`src/rtl/ex_stage.sv`:
```
// Execute stage: single-cycle ALU plus a shift-add multiplier that stalls
// upstream, feeding the EX/MEM pipeline register.
module ex_stage #(
    parameter int WIDTH = 16,
    parameter int SIG_W = 7
) (
    input  logic             clk,
    input  logic             reset,
    input  logic             in_valid,
    input  logic             flush,
    input  logic [3:0]       alu_op,
    input  logic             alu_src,
    input  logic [WIDTH-1:0] operand_a,
    input  logic [WIDTH-1:0] operand_b,
    input  logic [WIDTH-1:0] immediate,
    input  logic [WIDTH-1:0] pc,
    input  logic [SIG_W-1:0] sig_in,
    output logic             stall_out,
    output logic             out_valid,
    output logic [WIDTH-1:0] alu_result_out,
    output logic [WIDTH-1:0] immediate_out,
    output logic [WIDTH-1:0] pc_out,
    output logic [SIG_W-1:0] sig_out,
    output logic             zero_flag,
    output logic             negative_flag,
    output logic             carry_flag
);

    localparam int CW = $clog2(WIDTH + 1);

    localparam logic [3:0] OP_ADD   = 4'd0;
    localparam logic [3:0] OP_SUB   = 4'd1;
    localparam logic [3:0] OP_AND   = 4'd2;
    localparam logic [3:0] OP_OR    = 4'd3;
    localparam logic [3:0] OP_XOR   = 4'd4;
    localparam logic [3:0] OP_SLL   = 4'd5;
    localparam logic [3:0] OP_SRL   = 4'd6;
    localparam logic [3:0] OP_SRA   = 4'd7;
    localparam logic [3:0] OP_MUL   = 4'd8;
    localparam logic [3:0] OP_SLT   = 4'd9;
    localparam logic [3:0] OP_PASSB = 4'd10;

    typedef enum logic {
        S_IDLE,
        S_BUSY
    } state_t;

    state_t            state_q, state_d;
    logic [CW-1:0]     cnt_q, cnt_d;
    logic [WIDTH-1:0]  mcand_q, mcand_d;
    logic [WIDTH-1:0]  mplier_q, mplier_d;
    logic [WIDTH-1:0]  acc_q, acc_d;
    logic [WIDTH-1:0]  lat_imm_q, lat_imm_d;
    logic [WIDTH-1:0]  lat_pc_q, lat_pc_d;
    logic [SIG_W-1:0]  lat_sig_q, lat_sig_d;
    logic              valid_q, valid_d;
    logic [WIDTH-1:0]  res_q, res_d;
    logic [WIDTH-1:0]  imm_q, imm_d;
    logic [WIDTH-1:0]  pc_q, pc_d;
    logic [SIG_W-1:0]  sig_q, sig_d;
    logic              z_q, z_d;
    logic              n_q, n_d;
    logic              c_q, c_d;

    logic [WIDTH-1:0]  opb;
    logic [3:0]        sh;
    logic [WIDTH:0]    sum;
    logic [WIDTH:0]    diff;
    logic [WIDTH-1:0]  alu_res;
    logic              alu_carry;
    logic [WIDTH-1:0]  acc_add;

    assign opb  = alu_src ? immediate : operand_b;
    assign sh   = opb[3:0];
    assign sum  = {1'b0, operand_a} + {1'b0, opb};
    assign diff = {1'b0, operand_a} - {1'b0, opb};

    always_comb begin
        alu_res   = '0;
        alu_carry = 1'b0;
        case (alu_op)
            OP_ADD: begin
                alu_res   = sum[WIDTH-1:0];
                alu_carry = sum[WIDTH];
            end
            OP_SUB: begin
                alu_res   = diff[WIDTH-1:0];
                alu_carry = ~diff[WIDTH];
            end
            OP_AND:   alu_res = operand_a & opb;
            OP_OR:    alu_res = operand_a | opb;
            OP_XOR:   alu_res = operand_a ^ opb;
            OP_SLL:   alu_res = operand_a << sh;
            OP_SRL:   alu_res = operand_a >> sh;
            OP_SRA:   alu_res = $unsigned($signed(operand_a) >>> sh);
            OP_SLT:   alu_res = {{(WIDTH-1){1'b0}},
                                 $signed(operand_a) < $signed(opb)};
            OP_PASSB: alu_res = opb;
            default:  alu_res = '0;
        endcase
    end

    assign acc_add = acc_q + (mplier_q[0] ? mcand_q : '0);

    always_comb begin
        state_d   = state_q;
        cnt_d     = cnt_q;
        mcand_d   = mcand_q;
        mplier_d  = mplier_q;
        acc_d     = acc_q;
        lat_imm_d = lat_imm_q;
        lat_pc_d  = lat_pc_q;
        lat_sig_d = lat_sig_q;
        res_d     = res_q;
        imm_d     = imm_q;
        pc_d      = pc_q;
        z_d       = z_q;
        n_d       = n_q;
        c_d       = c_q;
        // every edge loads a bubble unless a result is written below
        valid_d   = 1'b0;
        sig_d     = '0;
        stall_out = 1'b0;
        case (state_q)
            S_IDLE: begin
                if (!flush && in_valid) begin
                    if (alu_op == OP_MUL) begin
                        stall_out = 1'b1;
                        mcand_d   = operand_a;
                        mplier_d  = opb;
                        acc_d     = '0;
                        cnt_d     = CW'(WIDTH);
                        lat_imm_d = immediate;
                        lat_pc_d  = pc;
                        lat_sig_d = sig_in;
                        state_d   = S_BUSY;
                    end else begin
                        valid_d = 1'b1;
                        res_d   = alu_res;
                        imm_d   = immediate;
                        pc_d    = pc;
                        sig_d   = sig_in;
                        z_d     = (alu_res == '0);
                        n_d     = alu_res[WIDTH-1];
                        c_d     = alu_carry;
                    end
                end
            end
            S_BUSY: begin
                if (flush) begin
                    state_d = S_IDLE;
                    cnt_d   = '0;
                end else begin
                    acc_d    = acc_add;
                    mcand_d  = mcand_q << 1;
                    mplier_d = mplier_q >> 1;
                    cnt_d    = cnt_q - CW'(1);
                    if (cnt_q == CW'(1)) begin
                        valid_d = 1'b1;
                        res_d   = acc_add;
                        imm_d   = lat_imm_q;
                        pc_d    = lat_pc_q;
                        sig_d   = lat_sig_q;
                        z_d     = (acc_add == '0);
                        n_d     = acc_add[WIDTH-1];
                        c_d     = 1'b0;
                        state_d = S_IDLE;
                    end else begin
                        stall_out = 1'b1;
                    end
                end
            end
            default: state_d = S_IDLE;
        endcase
    end

    always_ff @(posedge clk or posedge reset) begin
        if (reset) begin
            state_q   <= S_IDLE;
            cnt_q     <= '0;
            mcand_q   <= '0;
            mplier_q  <= '0;
            acc_q     <= '0;
            lat_imm_q <= '0;
            lat_pc_q  <= '0;
            lat_sig_q <= '0;
            valid_q   <= 1'b0;
            res_q     <= '0;
            imm_q     <= '0;
            pc_q      <= '0;
            sig_q     <= '0;
            z_q       <= 1'b0;
            n_q       <= 1'b0;
            c_q       <= 1'b0;
        end else begin
            state_q   <= state_d;
            cnt_q     <= cnt_d;
            mcand_q   <= mcand_d;
            mplier_q  <= mplier_d;
            acc_q     <= acc_d;
            lat_imm_q <= lat_imm_d;
            lat_pc_q  <= lat_pc_d;
            lat_sig_q <= lat_sig_d;
            valid_q   <= valid_d;
            res_q     <= res_d;
            imm_q     <= imm_d;
            pc_q      <= pc_d;
            sig_q     <= sig_d;
            z_q       <= z_d;
            n_q       <= n_d;
            c_q       <= c_d;
        end
    end

    assign out_valid      = valid_q;
    assign alu_result_out = res_q;
    assign immediate_out  = imm_q;
    assign pc_out         = pc_q;
    assign sig_out        = sig_q;
    assign zero_flag      = z_q;
    assign negative_flag  = n_q;
    assign carry_flag     = c_q;

endmodule

```
`config.mk`:
```
export PLATFORM = sky130hd
export DESIGN_NAME = ex_stage
export DESIGN_NICKNAME = d
export VERILOG_FILES = /design/src/rtl/ex_stage.sv
export SDC_FILE = /design/constraint.sdc
export NUM_CORES = 1
export LEC_CHECK = 0
export CORE_ASPECT_RATIO = 1.2
export CORE_UTILIZATION = 47
export DETAILED_ROUTE_END_ITERATION = 10
export PLACE_DENSITY_LB_ADDON = 0.15
export SLEW_MARGIN = 20
export SYNTH_ARGS = -nofsm -noshare
export SYNTH_HDL_FRONTEND = slang
export SYNTH_SLANG_ARGS = --single-unit
```
`constraint.sdc`:
```
create_clock -name clk -period 9.3 [get_ports clk]
set_input_delay 0.93 -clock clk [delete_from_list [all_inputs] [get_ports clk]]
set_output_delay 0.93 -clock clk [all_outputs]
set_load 0.03 [all_outputs]
```
## Word-level counts from Yosys, hierarchy flattened

Cells that the tools add are included.

| storage, ports and cells | value |
|---|---|
| flip-flop bits (word level) | 152 |
| bits of input ports | 80 |
| output and inout port bits | 60 |
| logic and storage cells | 119 |

| operators by class | value |
|---|---|
| add/subtract/negate cells | 4 |
| $lt $le $gt $ge | 1 |
| equality and inequality tests | 16 |
| shift-type cells | 3 |
| mux-type cells | 65 |
| bitwise gates (word level) | 5 |
| reduce and logical (&&, ||, !) cells | 9 |

Operators by type and width:

| operator | count |
|---|---|
| $mux W16 | 23 |
| $pmux W16 S2 | 6 |
| $pmux W16 S10 | 1 |
| $logic_not A16 Y1 | 2 |
| $mux W7 | 4 |
| $mux W1 | 20 |
| $add A16 B16 Y17 | 1 |
| $sub A16 B16 Y17 | 1 |
| $add A16 B16 Y16 | 1 |
| $and A16 B16 Y16 | 1 |
| $eq A4 B3 Y1 const B | 4 |
| $lt A16 B16 Y1 | 1 |
| $or A16 B16 Y16 | 1 |
| $shl A16 B4 Y16 | 1 |
| $shr A16 B4 Y16 | 1 |
| $sshr A16 B4 Y16 | 1 |
| $xor A16 B16 Y16 | 1 |
| $mux W5 | 3 |
| $pmux W7 S2 | 1 |
| $eq A4 B4 Y1 const B | 3 |
| $pmux W1 S2 | 6 |
| $pmux W5 S2 | 1 |
| $eq A4 B2 Y1 const B | 2 |
| $ne A2 B2 Y1 const B | 4 |
| 11 further kinds | 13 |

## Longest topological paths before layout

Gate-level depths: netlist of run 1.

| logic depth | value |
|---|---|
| depth after elaboration | 7 |
| mapped depth | 18 |

## Worst setup path before layout of run 1

OpenSTA, ideal clock, no wires.

| path | value |
|---|---|
| path type | input to register |
| from | input alu_src |
| to | register z_q, in the netlist zero_flag |
| arrival | 4.653 ns |
| data required time | 9.234 ns |
| setup slack | 4.582 ns |
| cell stages on the path | 16 |
| path through | buf_4 -> mux2i_1 -> inv_2 -> buf_2 -> buf_2 -> ha_1 -> fa_1 -> a21o_1 -> a221oi_1 -> a2bb2oi_1 -> a221o_1 -> o21ai_0 -> o2111ai_1 -> or4_1 -> nor4_1 -> a31o_1 |

| between the ends | value |
|---|---|
| cells in the longest elaborated chain, start to end | 7 |
| elaborated cells between the ends (all ways) | 15 |
| those cells by class | 2 x add/sub; 1 x order compare; 3 x shift; 5 x mux; 3 x bitwise; 1 x reduce/logical |

RTL lines:

| element | RTL line | text |
|---|---|---|
| start, declared | 12 | `input logic alu_src,` |
| $mux W16 (*) | 73 | `assign opb = alu_src ? immediate : operand_b;` |
| $sub A16 B16 Y17, or another cell as far along | 76 | `assign diff = {1'b0, operand_a} - {1'b0, opb};` |
| $pmux W16 S10 (*) | 81 | `case (alu_op)` |
| $logic_not A16 Y1 (*) | 143 | `z_d = (alu_res == '0);` |
| $mux W1 (*) | 127 | `if (alu_op == OP_MUL) begin` |
| $mux W1 (*) | 126 | `if (!flush && in_valid) begin` |
| $pmux W1 S2 (*) | 124 | `case (state_q)` |
| end signal, assigned | 209 | `z_q <= z_d;` |
| end, declared | 61 | `logic z_q, z_d;` |

Mark *: on every way between the ends. The rest lies on a longest branch, timed or not. The select of a mux whose other input is x is not followed.
A chain may end at the register's enable or synchronous reset.

## Worst setup path in the final report of run 1

Same ends and word-level chain as after synthesis.

==> results.txt, run 1 <==
The first global-routing pass estimated 64.3 mm of wire. The initial antenna violation count was 0. The pin count of the biggest net entering global routing came out at 89. The routed layout has 11258 vias. The die covers 25700 um^2. The worst setup path is launched from a primary input. The most frequent standard cell in the layout excluding fill and tap cells is sky130_fd_sc_hd__nand2_1.

Worst setup skew after layout: 0.0132 ns. In the layout the commonest cells are sky130_fd_sc_hd__nand2_1 (184), sky130_fd_sc_hd__dfrtp_1 (150), sky130_fd_sc_hd__clkdlybuf4s50_1 (139). The arrival time at the worst endpoint is 6.47 ns, and the number of violations reported at the end of detailed-routing iteration 0 is 966.

The tools report the fill cell instance count of the final layout as 2266. Counting distinct cell types in the post-synthesis netlist gives 84. The number of antenna diodes in the final layout is 0.

The smallest clock period supported by the final layout is computed as 6.10 ns. The tools report the worst vdd rail ir drop as 115 uV. The worst setup path is of the in -> reg kind.

The startpoint identified for the worst hold timing path is alu_result_out[0]$_DFFE_PP0P_. Synthesis produced 1381 cells. The worst hold path terminates at alu_result_out[0]$_DFFE_PP0P_. The number of hold-slack violations in the final timing report is 0. Relative to the synthesized area, the layout overhead comes to 18.9%. The largest single stage delay on the critical path is 0.57 ns. The total global routing overflow was 0.

The run gives 0 as the hold buffer count at cts. Buffer cell driving the clock tree root: sky130_fd_sc_hd__clkbuf_16. STA classifies the critical path endpoint as a flip-flop.

The core area was 24700 um^2. The number of global-route vias before repair is 10545, and the final sum of negative setup slack is 0 ns. Worst slew slack as a fraction of its limit: 30.4%. In this run the number of H-tree levels came out at 4. The synthesized area per cell came out at 8.54 um^2. In the routed design, unresolved DRC markers number 2. The final-report max-slew violation count was 0.

Counting flops and latches in the post-synthesis netlist gives 151. Wire length reported by the detailed router: 41.9 mm. The number of port buffers is 139, and the worst path buffer plus inverter count is 4. Global routing consumed, over all layers together, 32.8% of the routing resources.

In this run the deepest clock path goes through 2 buffers. The actual transition at the worst max-transition pin is 1.04 ns, and the leakage power summed over all cells is 6.07 nW. In this run the worst path has a maximum fanout of 37. The half-perimeter wire length after placement is 30.9 mm, and the number of nets in the synthesized netlist is 1532. The flow ran to the end, but the final reports show violations. The post-detailed-route wirelength per cell is 23.2 um, and the final-report setup violation count is 0.

For this run, the number of Yosys warnings is 0. The register-to-register setup slack came out at 5.08 ns. The worst register-to-register path begins at mplier_q[0]$_DFFE_PP0P_.

In this run, post-CTS repair resized a total of 0 instances. In this run the remaining antenna-violating nets after routing total 0. For this run, the detailed router's first-pass iteration total came to 8. TritonCTS built the clock tree.

The run gives 11800 um^2 as the cell area after synthesis. The tool flagged a number of max-cap violations equal to 0. The proportion of synthesized flip-flops having asynchronous set or reset is 100%, and the setup slack after layout is 3.20 ns. After detailed routing, the number of vias per cell comes to 6.23. The final reports fail on design-rule violations. The tools report the final-stage net count as 1619. Setup repair after global routing left no endpoint under its margin. The floorplan step set the die width to 147 um. The prevailing post-synth register cell was sky130_fd_sc_hd__dfrtp_1. The chip height came out at 176 um. The synthesized design contains 0 enable-type register cells.

Among cell families on the critical path, the largest total delay comes from compound AO/OA/AOI/OAI gates. For this run, the share of the core covered by cells in the final layout is 56.8%. The clock net in this run drives a total of 151 sinks. The floorplan has 63 rows.

Placer's final routability congestion estimate: 1.02. The path class of the tightest hold or removal check is reg -> reg. The cell depth of the worst min-delay path was 2; the post-CTS setup-driven buffer insertion count was 0. The logic depth of the worst register-to-register path is 13. Cell at the slowest stage of the critical path: sky130_fd_sc_hd__or4_1. After clock tree synthesis, the clock-pin slew on the worst setup and hold paths is 0.07 ns. The data required time at the worst endpoint is 9.67 ns, and the proportion of layout cells with a drive suffix above 1 is 8.78%. The sequential element share of the synthesized area was 32.0%; the post-detailed-placement cell area was 13400 um^2.

OpenSTA, run right after detailed placement, puts the worst setup slack at 2.90 ns. Hold timing on the final database bottoms out at a slack of 0.467 ns. The signal on the critical path passes through clkdlybuf4s50_1, buf_4, mux2i_2, buf_4, inv_2, ha_1, fa_1, a21o_1, a221oi_1, a2bb2oi_1, a221o_1, o21ai_0, o2111ai_1, or4_1, nor4_1, a31o_1. The endpoint identified for the worst register-to-register timing path is zero_flag$_DFFE_PP0P_. The power density normalized to cell area was 169 nW/um^2. Count of boundary I/O pins: 140.

Once the floorplan was initialized, standard cells occupied 47.8% of the core. Final non-filler cell area: 14000 um^2. The run gives 17 as the number of clock buffers inserted by TritonCTS.

Based on the critical path, the design can be clocked at up to 164 MHz. Most frequent cell on the critical path: sky130_fd_sc_hd__buf_4. For the worst-skew pair, the clock arrives at the later sink with an insertion delay of 0.44 ns. In the finished design, the share of the clock period the worst path needs comes to 65.6%.
-- Yosys cell counts, types with 10 or more instances --
master                       n  area, um^2
sky130_fd_sc_hd__clkbuf_1   67         251
sky130_fd_sc_hd__a21o_1     12        90.1
sky130_fd_sc_hd__o21ai_0   126         631
sky130_fd_sc_hd__mux2i_1    98         981
sky130_fd_sc_hd__nor2_1     97         364
sky130_fd_sc_hd__o221ai_1   12         105
sky130_fd_sc_hd__nor2b_1    10        62.6
sky130_fd_sc_hd__xnor2_1    10        87.6
sky130_fd_sc_hd__nor3_1     26         130
sky130_fd_sc_hd__and2_1     25         156
sky130_fd_sc_hd__a22o_1     21         184
sky130_fd_sc_hd__ha_1       68         851
sky130_fd_sc_hd__o211ai_1   18         135
sky130_fd_sc_hd__o22ai_1    17         106
sky130_fd_sc_hd__a31oi_1    10        62.6
sky130_fd_sc_hd__a21oi_1    79         395
sky130_fd_sc_hd__o31ai_1    11        82.6
sky130_fd_sc_hd__dfrtp_1   151        3780
sky130_fd_sc_hd__nand2b_1   12        75.1
sky130_fd_sc_hd__inv_1      48         180
sky130_fd_sc_hd__o21ai_1    10        50.1
sky130_fd_sc_hd__nand2_1   184         691
sky130_fd_sc_hd__nand3_1    23         115
sky130_fd_sc_hd__buf_2      12        60.1
sky130_fd_sc_hd__a211oi_1   17         128
sky130_fd_sc_hd__mux2_2     43         484
-- power breakdown --
part | switching [mW] | total [mW] | internal (mW)
clock | 0.312 | 0.731 | 0.419
combinational | 0.471 | 0.785 | 0.314
sequential | 0.0822 | 0.858 | 0.776
-- worst min-delay path: cells and delay by family, from the launching register on --
kind / cells / cell delay, ns
and+or+nand+nor: 2 / 0.10
DFF: 1 / 0.34
-- flip-flops by register name (all words and copies together), names as in the netlist --
register,cells
pc_out,16
cnt_q,5
zero_flag,1
sig_out,7
alu_result_out,16
state_q,1
mcand_q,16
out_valid,1
lat_imm_q,16
acc_q,16
mplier_q,16
carry_flag,1
immediate_out,16
lat_pc_q,16
lat_sig_q,7
-- worst max-delay path by stage --
stage          startpoint                    end  slack, ns  cells past startpoint
3_5_place_dp      alu_src  zero_flag$_DFFE_PP0P_       2.90                     16
4_1_cts           alu_src  zero_flag$_DFFE_PP0P_       3.33                     16
5_1_grt           alu_src  zero_flag$_DFFE_PP0P_       2.88                     16
2_1_floorplan       reset   acc_q[0]$_DFFE_PP0P_       4.31                      1
3_3_place_gp      alu_src  zero_flag$_DFFE_PP0P_       3.03                     16
6_report          alu_src  zero_flag$_DFFE_PP0P_       3.20                     16
-- kinds of logic after synthesis --
kind of cell	Yosys count	share of synthesized area, %
AOI/OAI and AO/OA	411	22.5
xor gates and xnor gates	14	1.04
adders and majority gates	71	7.73
buffers and inverters	144	4.92
DFF	151	32.0
muxes	152	14.4
and+or+nand+nor	438	17.3
-- per-stage QoR --
stage	std cells	power, mW
floorplan	1381	1.35
finish	1806	2.37
global placement	1774	1.63
CTS	1806	2.37
global route	1806	2.49
detailed placement	1774	1.64
-- routing by layer --
metal  part of all wire [%]  global-route usage (%)
met4                    4.6                    16.4
met2                     45                    50.4
met1                     44                    45.3
met5                      0                       0
met3                    6.2                    4.42
-- layout make-up --
cell class	instances	area, um^2	area share, %
clock buffer	19	453	3.23
clock inverter	13	161	1.15
inverter	54	210	1.50
multi-input combinational	1086	7470	53.3
sequential	151	3780	27.0
tap	325	407	2.90
timing repair buffer	158	1530	10.9
Power figures use the tool's default switching activity.
==> run 2: changes to the inputs <==
==> constraint.sdc (replaced) <==
create_clock -name clk -period 5.1 [get_ports clk]
set_input_delay 0.51 -clock clk [delete_from_list [all_inputs] [get_ports clk]]
set_output_delay 0.51 -clock clk [all_outputs]
set_load 0.03 [all_outputs]
==> run 2 against run 1 <==
  * The run still ends with design-rule violations left
  * Cell count increased by 3.0%
  * Global-route usage is 1.4 points higher
  * Critical path depth decreased by 2
  * Sequential share of layout area fell by 0.69 points
  * Highest routed layer unchanged
  * Combinational power rose by 89%
  * Die area unchanged
  * Utilization up 1.5 points
  * Clock power is 68% higher
  * Routed wire length rose by 2.4%
==> results.txt, run 2 (same netlist as run 1, synthesis figures left out) <==
The flow ran to the end, but the final reports show violations. The checks that failed: design-rule violations. Timing would allow up to 211 MHz. The worst setup skew after layout is 0.0104 ns (-0.00277 ns). For the number of global-route vias before repair, the log shows 11029 (+4.6%). The number of diodes is 0 (unchanged), and the final-report setup violation count is 0 (unchanged). The wire length reported by the detailed router was 42.9 mm (+2.4%); the final-report max-slew violation count was 0 (unchanged). The register-to-register setup slack was 0.82 ns (-4.26 ns); the post-detailed-route wirelength per cell was 23.1 um (-0.58%). For the count of boundary I/O pins, the log shows 140 (unchanged).

The path class of the tightest hold or removal check is reg -> reg. The cell depth of the worst min-delay path came out at 2 (unchanged). In this run the top signal layer used is met4. The actual transition at the worst max-transition pin works out to 0.845 ns (-0.199 ns). The post-CTS setup-driven buffer insertion count was 0 (unchanged); the global routing usage summed across all routing layers was 34.2% (+1.4 points).

The H-tree depth is 4 (unchanged), and the clock sink total is 151 (unchanged). The run gives 6.32 nW (+4.0%) as the leakage power summed over all cells. The number of instances in the placed design is 1828 (+3.0%), and the maximum fanout along the worst path is 5 (-86%).

The net switching share of the total power was 36.6% (+0.17 points); the number of clock buffers inserted by TritonCTS was 17 (unchanged). The detailed-route DRC error count is 2 (unchanged). The wire length on met3 was 2.26 mm (-13%). The number of violations reported at the end of detailed-routing iteration 0 was 976 (+1.0%).

TritonCTS built the clock tree. The chip height works out to 176 um (unchanged). The logs give 0 (unchanged) for the hold buffer count at cts and 1673 (+3.3%) for the final-stage net count.

The power density normalized to cell area is 297 nW/um^2 (+75%), and the area added between synthesis and finish is 22.0%. STA classifies the critical path startpoint as a primary input. The critical path class was in -> reg. The arrival time at the worst endpoint was 5.11 ns (-1.36 ns).

Setup repair after global routing left no endpoint under its margin. The worst vdd rail ir drop came out at 253 uV (+120%). The full die area was 25700 um^2 (unchanged); the detail-routed via count per cell was 6.18 (-0.87%).

The tools report the initial antenna violation count as 0 (unchanged). For the number of hold-slack violations in the final timing report, the log shows 0 (unchanged). The post-cts gate resize count is 0 (unchanged), and the shortest clock period the worst path allows after layout is 4.73 ns. The proportion of layout cells with a drive suffix above 1 came out at 11.9% (+3.1 points). The total global routing overflow is 0 (unchanged). The tools report the buffer cell driving the clock tree root as sky130_fd_sc_hd__clkbuf_16.

For the total routed wire length on the met1 layer, the log shows 18.2 mm (-2.1%). The insertion delay to the later sink of the worst-skew pair came out at 0.45 ns (about the same). The data required time at the worst endpoint came out at 5.48 ns (-4.19 ns). The global-route wire length before repair was 66.4 mm (+3.3%). The worst path uses 92.8% of the clock period. The worst setup path is captured at a flip-flop.

Detailed-routed wire length on met2: 19.5 mm (+4.0%). Traced cell by cell, the critical path runs through clkdlybuf4s50_1, mux2i_2, inv_2, ha_1, fa_1, a21o_1, a221oi_1, a2bb2oi_1, a221o_1, o21ai_0, o2111ai_1, or4_1, nor4_1, a31o_1. The cell at the slowest stage of the critical path is sky130_fd_sc_hd__clkdlybuf4s50_1. The longest individual stage delay on the worst path is 0.65 ns (+0.08 ns). The share of total power in sequential cells was 36.6% (+0.5 points). The combinational power share is 34.6% (+1.5 points). The library cells used most frequently in the layout, excluding fill and tap cells, are sky130_fd_sc_hd__nand2_1 (184), sky130_fd_sc_hd__dfrtp_1 (150), sky130_fd_sc_hd__clkdlybuf4s50_1 (139). The overall die width came out at 147 um (unchanged). The final standard cell count with taps included and fillers excluded came out at 1860 (+3.0%). The net switching power was 1.56 mW (+81%).

The logs give 47.8% (unchanged) for the starting density of the core and 0 (unchanged) for the remaining antenna violation count after routing. The clock network power share came out at 28.8% (-2.0 points). The most frequent standard cell in the layout excluding fill and tap cells was sky130_fd_sc_hd__nand2_1. The placer's final routability congestion estimate was 1.03 (+1.3%). The number of optimization iterations in the first detailed-route pass is 8 (unchanged). The final sum of negative setup slack was 0 ns (unchanged).

The logic depth of the worst register-to-register path is 13 (unchanged), and the half-perimeter wire length after placement is 33.1 mm (+6.9%). Via total after detailed routing: 11494 (+2.1%). The run gives 63 (unchanged) as the number of placement rows.

The pin count of the biggest net entering global routing was 88 (-1.1%); the clock-pin transition on the worst setup and hold timing paths was 0.06 ns (about the same). The run gives 2 (unchanged) as the worst-case clock buffer depth. For the worst slew slack as a fraction of its limit, the log shows 43.6% (+13 points). For the internal power consumption, the log shows 2.71 mW (+79%). The tools report the max capacitance violation total as 0 (unchanged). The core area is 24700 um^2 (unchanged), and the number of port buffers is 139 (unchanged).
==> run 2: layout make-up <==
type                            instances  area, um^2
Sequential cell                       151        3780
Multi-Input combinational cell       1086        7470
Tap cell                              325         407
Fill cell                            2231       10300
Timing Repair Buffer                  212        1950
Clock buffer                           17         425
Inverter                               54         210
Clock inverter                         15         144
==> run 2: layer usage <==
metal  up-vias  track usage (%)
met4         0             21.9
met3       113             4.10
met1      5549             44.4
met5         -                0
li1       5336                -
met2       496             53.9
==> run 2: power groups by stage <==
stage | logic (mW) | registers, mW | clock network (mW)
floorplan | 0.782 | 1.68 | 0
global placement | 1.45 | 1.57 | 0
detailed placement | 1.46 | 1.58 | 0
CTS | 1.47 | 1.56 | 1.25
global route | 1.60 | 1.59 | 1.30
finish | 1.48 | 1.56 | 1.23
==> run 2: critical path, delay by kind of cell <==
family	cells	cell delay, ns
compound gates	7	2.02
mux	1	0.30
simple gates	2	0.85
buf+inv	2	0.74
fa+ha+maj	2	0.68
==> run 2: path summary, 6_finish.rpt <==
kind | startpoint | to
worst max-delay path | alu_src | zero_flag$_DFFE_PP0P_
worst min-delay path | alu_result_out[2]$_DFFE_PP0P_ | alu_result_out[2]$_DFFE_PP0P_
worst max register to register | mplier_q[0]$_DFFE_PP0P_ | zero_flag$_DFFE_PP0P_
worst min register to register | alu_result_out[2]$_DFFE_PP0P_ | alu_result_out[2]$_DFFE_PP0P_
max in group asynchronous | reset | immediate_out[10]$_DFFE_PP0P_
min in group asynchronous | reset | lat_pc_q[6]$_DFFE_PP0P_
==> run 2: metrics by stage <==
stage / util, % / hold slack, ns / power [mW] / cell area (um^2) / setup slack, ns
after floorplan: - / 0.449 / 2.46 / 11800 / 0.525
after global placement: 56.0 / 0.452 / 3.02 / 13800 / 0.207
after detailed placement: 56.0 / 0.458 / 3.04 / 13800 / 0.0340
after CTS: 58.3 / 0.484 / 4.28 / 14400 / 0.478
after global routing: 58.3 / 0.507 / 4.49 / 14400 / 0.208
final: 58.3 / 0.478 / 4.27 / 14400 / 0.366
==> run 3: changes to the inputs <==
--- a/config.mk
+++ b/config.mk
@@ -7,8 +7,10 @@
 export LEC_CHECK = 0
 export CORE_ASPECT_RATIO = 1.2
 export CORE_UTILIZATION = 47
+export CTS_CLUSTER_SIZE = 12
 export DETAILED_ROUTE_END_ITERATION = 10
 export PLACE_DENSITY_LB_ADDON = 0.15
+export RECOVER_POWER = 100
 export SLEW_MARGIN = 20
 export SYNTH_ARGS = -nofsm -noshare
 export SYNTH_HDL_FRONTEND = slang
==> run 3 against run 2 <==
  * The flow finishes with violations (max-capacitance violations, max-slew violations)
  * Clock skew barely moved
  * Register-to-register slack got worse by 0.24 ns
  * Cell area fell by 0.36%
  * Die area did not move
  * Utilization fell by 0.21 points
  * Fmax fell by 1.0%
  * Critical path type unchanged
  * Global-route usage did not move
==> results.txt, run 3 (same netlist as run 1, synthesis figures left out) <==
The flow ran to the end, but the final reports show violations. The checks that failed: max-capacitance violations, max-slew violations. The detail-routed via count per cell is 6.15 (-0.47%), and the number of optimization iterations in the first detailed-route pass is 9 (+1). The run gives 0 (unchanged) as the total global routing overflow. Net switching power: 1.56 mW (-0.41%). For the share of total power in sequential cells, the log shows 36.8% (+0.2 points). The shortest clock period the worst path allows after layout is 4.78 ns (+0.0488 ns). The tools report the arrival time at the worst endpoint as 5.16 ns (+0.05 ns).

The actual transition at the worst max-transition pin is 3.47 ns (+2.63 ns), and the power density normalized to cell area is 295 nW/um^2 (-0.47%). The max capacitance violation total was 5 (+5). For the post-placement worst setup slack, the log shows 0.0340 ns (unchanged).

Area added between synthesis and finish: 21.6%. The logs give 0.318 ns (-0.0488 ns) for the setup slack after layout and 0 (-2) for the detailed-route DRC error count. The share of the clock period used by the worst path after layout was 93.8% (+0.96 points); the maximum fanout along the worst path was 5 (unchanged). In this run the worst hold path is classified as reg -> reg. For the number of global-route vias before repair, the log shows 11029 (unchanged). The post-detailed-route wirelength per cell was 23.1 um (+0.28%); the initial antenna violation count was 0 (unchanged).

The top cell types in the final layout, fill and taps aside, are sky130_fd_sc_hd__nand2_1 (184), sky130_fd_sc_hd__dfrtp_1 (150), sky130_fd_sc_hd__o21ai_0 (127). The number of clock buffers inserted by TritonCTS came out at 17 (unchanged). The tools report the core area as 24700 um^2 (unchanged).

The worst setup skew after layout came out at 0.0106 ns (+0.000200 ns). The clock-pin transition on the worst setup and hold timing paths is 0.06 ns (about the same). The net switching share of the total power was 36.8% (+0.15 points); the pin count of the biggest net entering global routing was 88 (unchanged). The hold buffer count at cts came out at 0 (unchanged).

The worst slew slack as a fraction of its limit came out at -132% (-180 points). Global-route wire length before repair: 66.4 mm (unchanged). The worst vdd rail ir drop is 251 uV (-0.76%). Final-report max-slew violation count: 238 (+238). The overall die width is 147 um (unchanged).

For the post-CTS setup-driven buffer insertion count, the log shows 0 (unchanged). The number of diodes came out at 0 (unchanged). Setup repair after global routing left no endpoint under its margin. The internal power consumption is 2.68 mW (-1.1%).

The most frequent standard cell in the layout excluding fill and tap cells is sky130_fd_sc_hd__nand2_1. The logs give 968 (-0.82%) for the number of violations reported at the end of detailed-routing iteration 0 and 29.0% (+0.2 points) for the clock network power share. Smallest hold slack: 0.470 ns (-0.00784 ns).

CTS placed an instance of sky130_fd_sc_hd__clkbuf_16 at the clock tree root. Nature of the critical path endpoint: a flip-flop. The insertion delay to the later sink of the worst-skew pair is 0.44 ns (about the same), and the final-stage net count is 1673 (unchanged). The upper clock frequency limit was 209 MHz (-1.0%); the global routing usage summed across all routing layers was 34.2% (unchanged). The total power of the final layout came out at 4.24 mW (-0.82%). The placer's final routability congestion estimate was 1.03 (unchanged); the number of port buffers was 139 (unchanged).

The remaining antenna violation count after routing is 0 (unchanged), and the wire length reported by the detailed router is 43.0 mm (+0.28%). The critical path is of the in -> reg type. The chip height was 176 um (unchanged).

The half-perimeter wire length after placement came out at 33.1 mm (unchanged). For the data required time at the worst endpoint, the log shows 5.48 ns (about the same). The H-tree depth came out at 4 (unchanged). The tools report the clock sink total as 151 (unchanged).

The worst-case clock buffer depth came out at 2 (unchanged). TritonCTS built the clock tree. Final-report setup violation count: 0 (unchanged). The leakage power summed over all cells is 6.39 nW (+1.2%). The run gives 63 (unchanged) as the number of placement rows. The final sum of negative setup slack was 0 ns (unchanged); the full die area was 25700 um^2 (unchanged). Post-detailed-placement cell area: 13800 um^2 (unchanged). For the via total after detailed routing, the log shows 11440 (-0.47%). The run gives 0 (unchanged) as the number of hold-slack violations in the final timing report. The run gives 14300 um^2 (-0.36%) as the final non-filler cell area.

Type of origin of the critical path: a primary input. The count of boundary I/O pins was 140 (unchanged); the proportion of layout cells with a drive suffix above 1 was 11.2% (-0.72 points). The post-cts gate resize count is 0 (unchanged), and the starting density of the core is 47.8% (unchanged). The combinational power share is 34.2% (-0.4 points).
## run 3: critical path: stages
cell and delay (ns):
sky130_fd_sc_hd__dlygate4sd3_1 0.71, sky130_fd_sc_hd__mux2i_1 0.31, sky130_fd_sc_hd__inv_2 0.10, sky130_fd_sc_hd__ha_1 0.24
sky130_fd_sc_hd__fa_1 0.45, sky130_fd_sc_hd__a21o_1 0.20, sky130_fd_sc_hd__a221oi_1 0.57, sky130_fd_sc_hd__a2bb2oi_1 0.29
sky130_fd_sc_hd__a221o_1 0.35, sky130_fd_sc_hd__o21ai_0 0.16, sky130_fd_sc_hd__o2111ai_1 0.26, sky130_fd_sc_hd__or4_1 0.58
sky130_fd_sc_hd__nor4_1 0.27, sky130_fd_sc_hd__a31o_1 0.18
## run 3: per-layer routing
metal | vias to the layer above | GRT usage, % | wire length (um)
met3 | 102 | 4.10 | 2510
li1 | 5330 | - | -
met5 | - | 0 | 0
met4 | 0 | 21.9 | 2800
met2 | 507 | 53.9 | 19600
met1 | 5501 | 44.4 | 18100
## run 3: area by class of cell
class / count / area (um^2)
clock inverters: 15 / 144
fillers: 2244 / 10300
multi-input cells: 1086 / 7450
flip-flops and latches: 151 / 3780
clock buffers: 17 / 425
well taps: 325 / 407
repair buffers: 212 / 1920
inverters: 54 / 206
## run 3: per-stage QoR
| step | utilization, % | std cells |
|---|---|---|
| 4_1_cts | 58.3 | 1860 |
| 6_report | 58.1 | 1860 |
| 2_1_floorplan | - | 1381 |
| 5_1_grt | 58.1 | 1860 |
| 3_5_place_dp | 56.0 | 1828 |
| 3_3_place_gp | 56.0 | 1828 |
## run 3: power groups by stage
| stage | sequential (mW) | combinational (mW) | clock [mW] |
|---|---|---|---|
| 6_report | 1.56 | 1.45 | 1.23 |
| 4_1_cts | 1.56 | 1.47 | 1.25 |
| 3_5_place_dp | 1.58 | 1.46 | 0 |
| 2_1_floorplan | 1.68 | 0.782 | 0 |
| 3_3_place_gp | 1.57 | 1.45 | 0 |
| 5_1_grt | 1.59 | 1.57 | 1.30 |
## run 3: final timing paths
| path | slack, ns | endpoint | depth (start not counted) | start |
|---|---|---|---|---|
| max reg2reg | 0.58 | cnt_q[2]$_DFFE_PP0P_ | 4 | state_q$_DFF_PP0_ |
| min | 0.47 | alu_result_out[2]$_DFFE_PP0P_ | 2 | alu_result_out[2]$_DFFE_PP0P_ |
| max | 0.32 | zero_flag$_DFFE_PP0P_ | 14 | alu_src |
| min in group asynchronous | 1.40 | pc_out[7]$_DFFE_PP0P_ | 2 | reset |
| max in group asynchronous | 1.02 | acc_q[15]$_DFFE_PP0P_ | 3 | reset |
| min reg2reg | 0.47 | alu_result_out[2]$_DFFE_PP0P_ | 2 | alu_result_out[2]$_DFFE_PP0P_ |
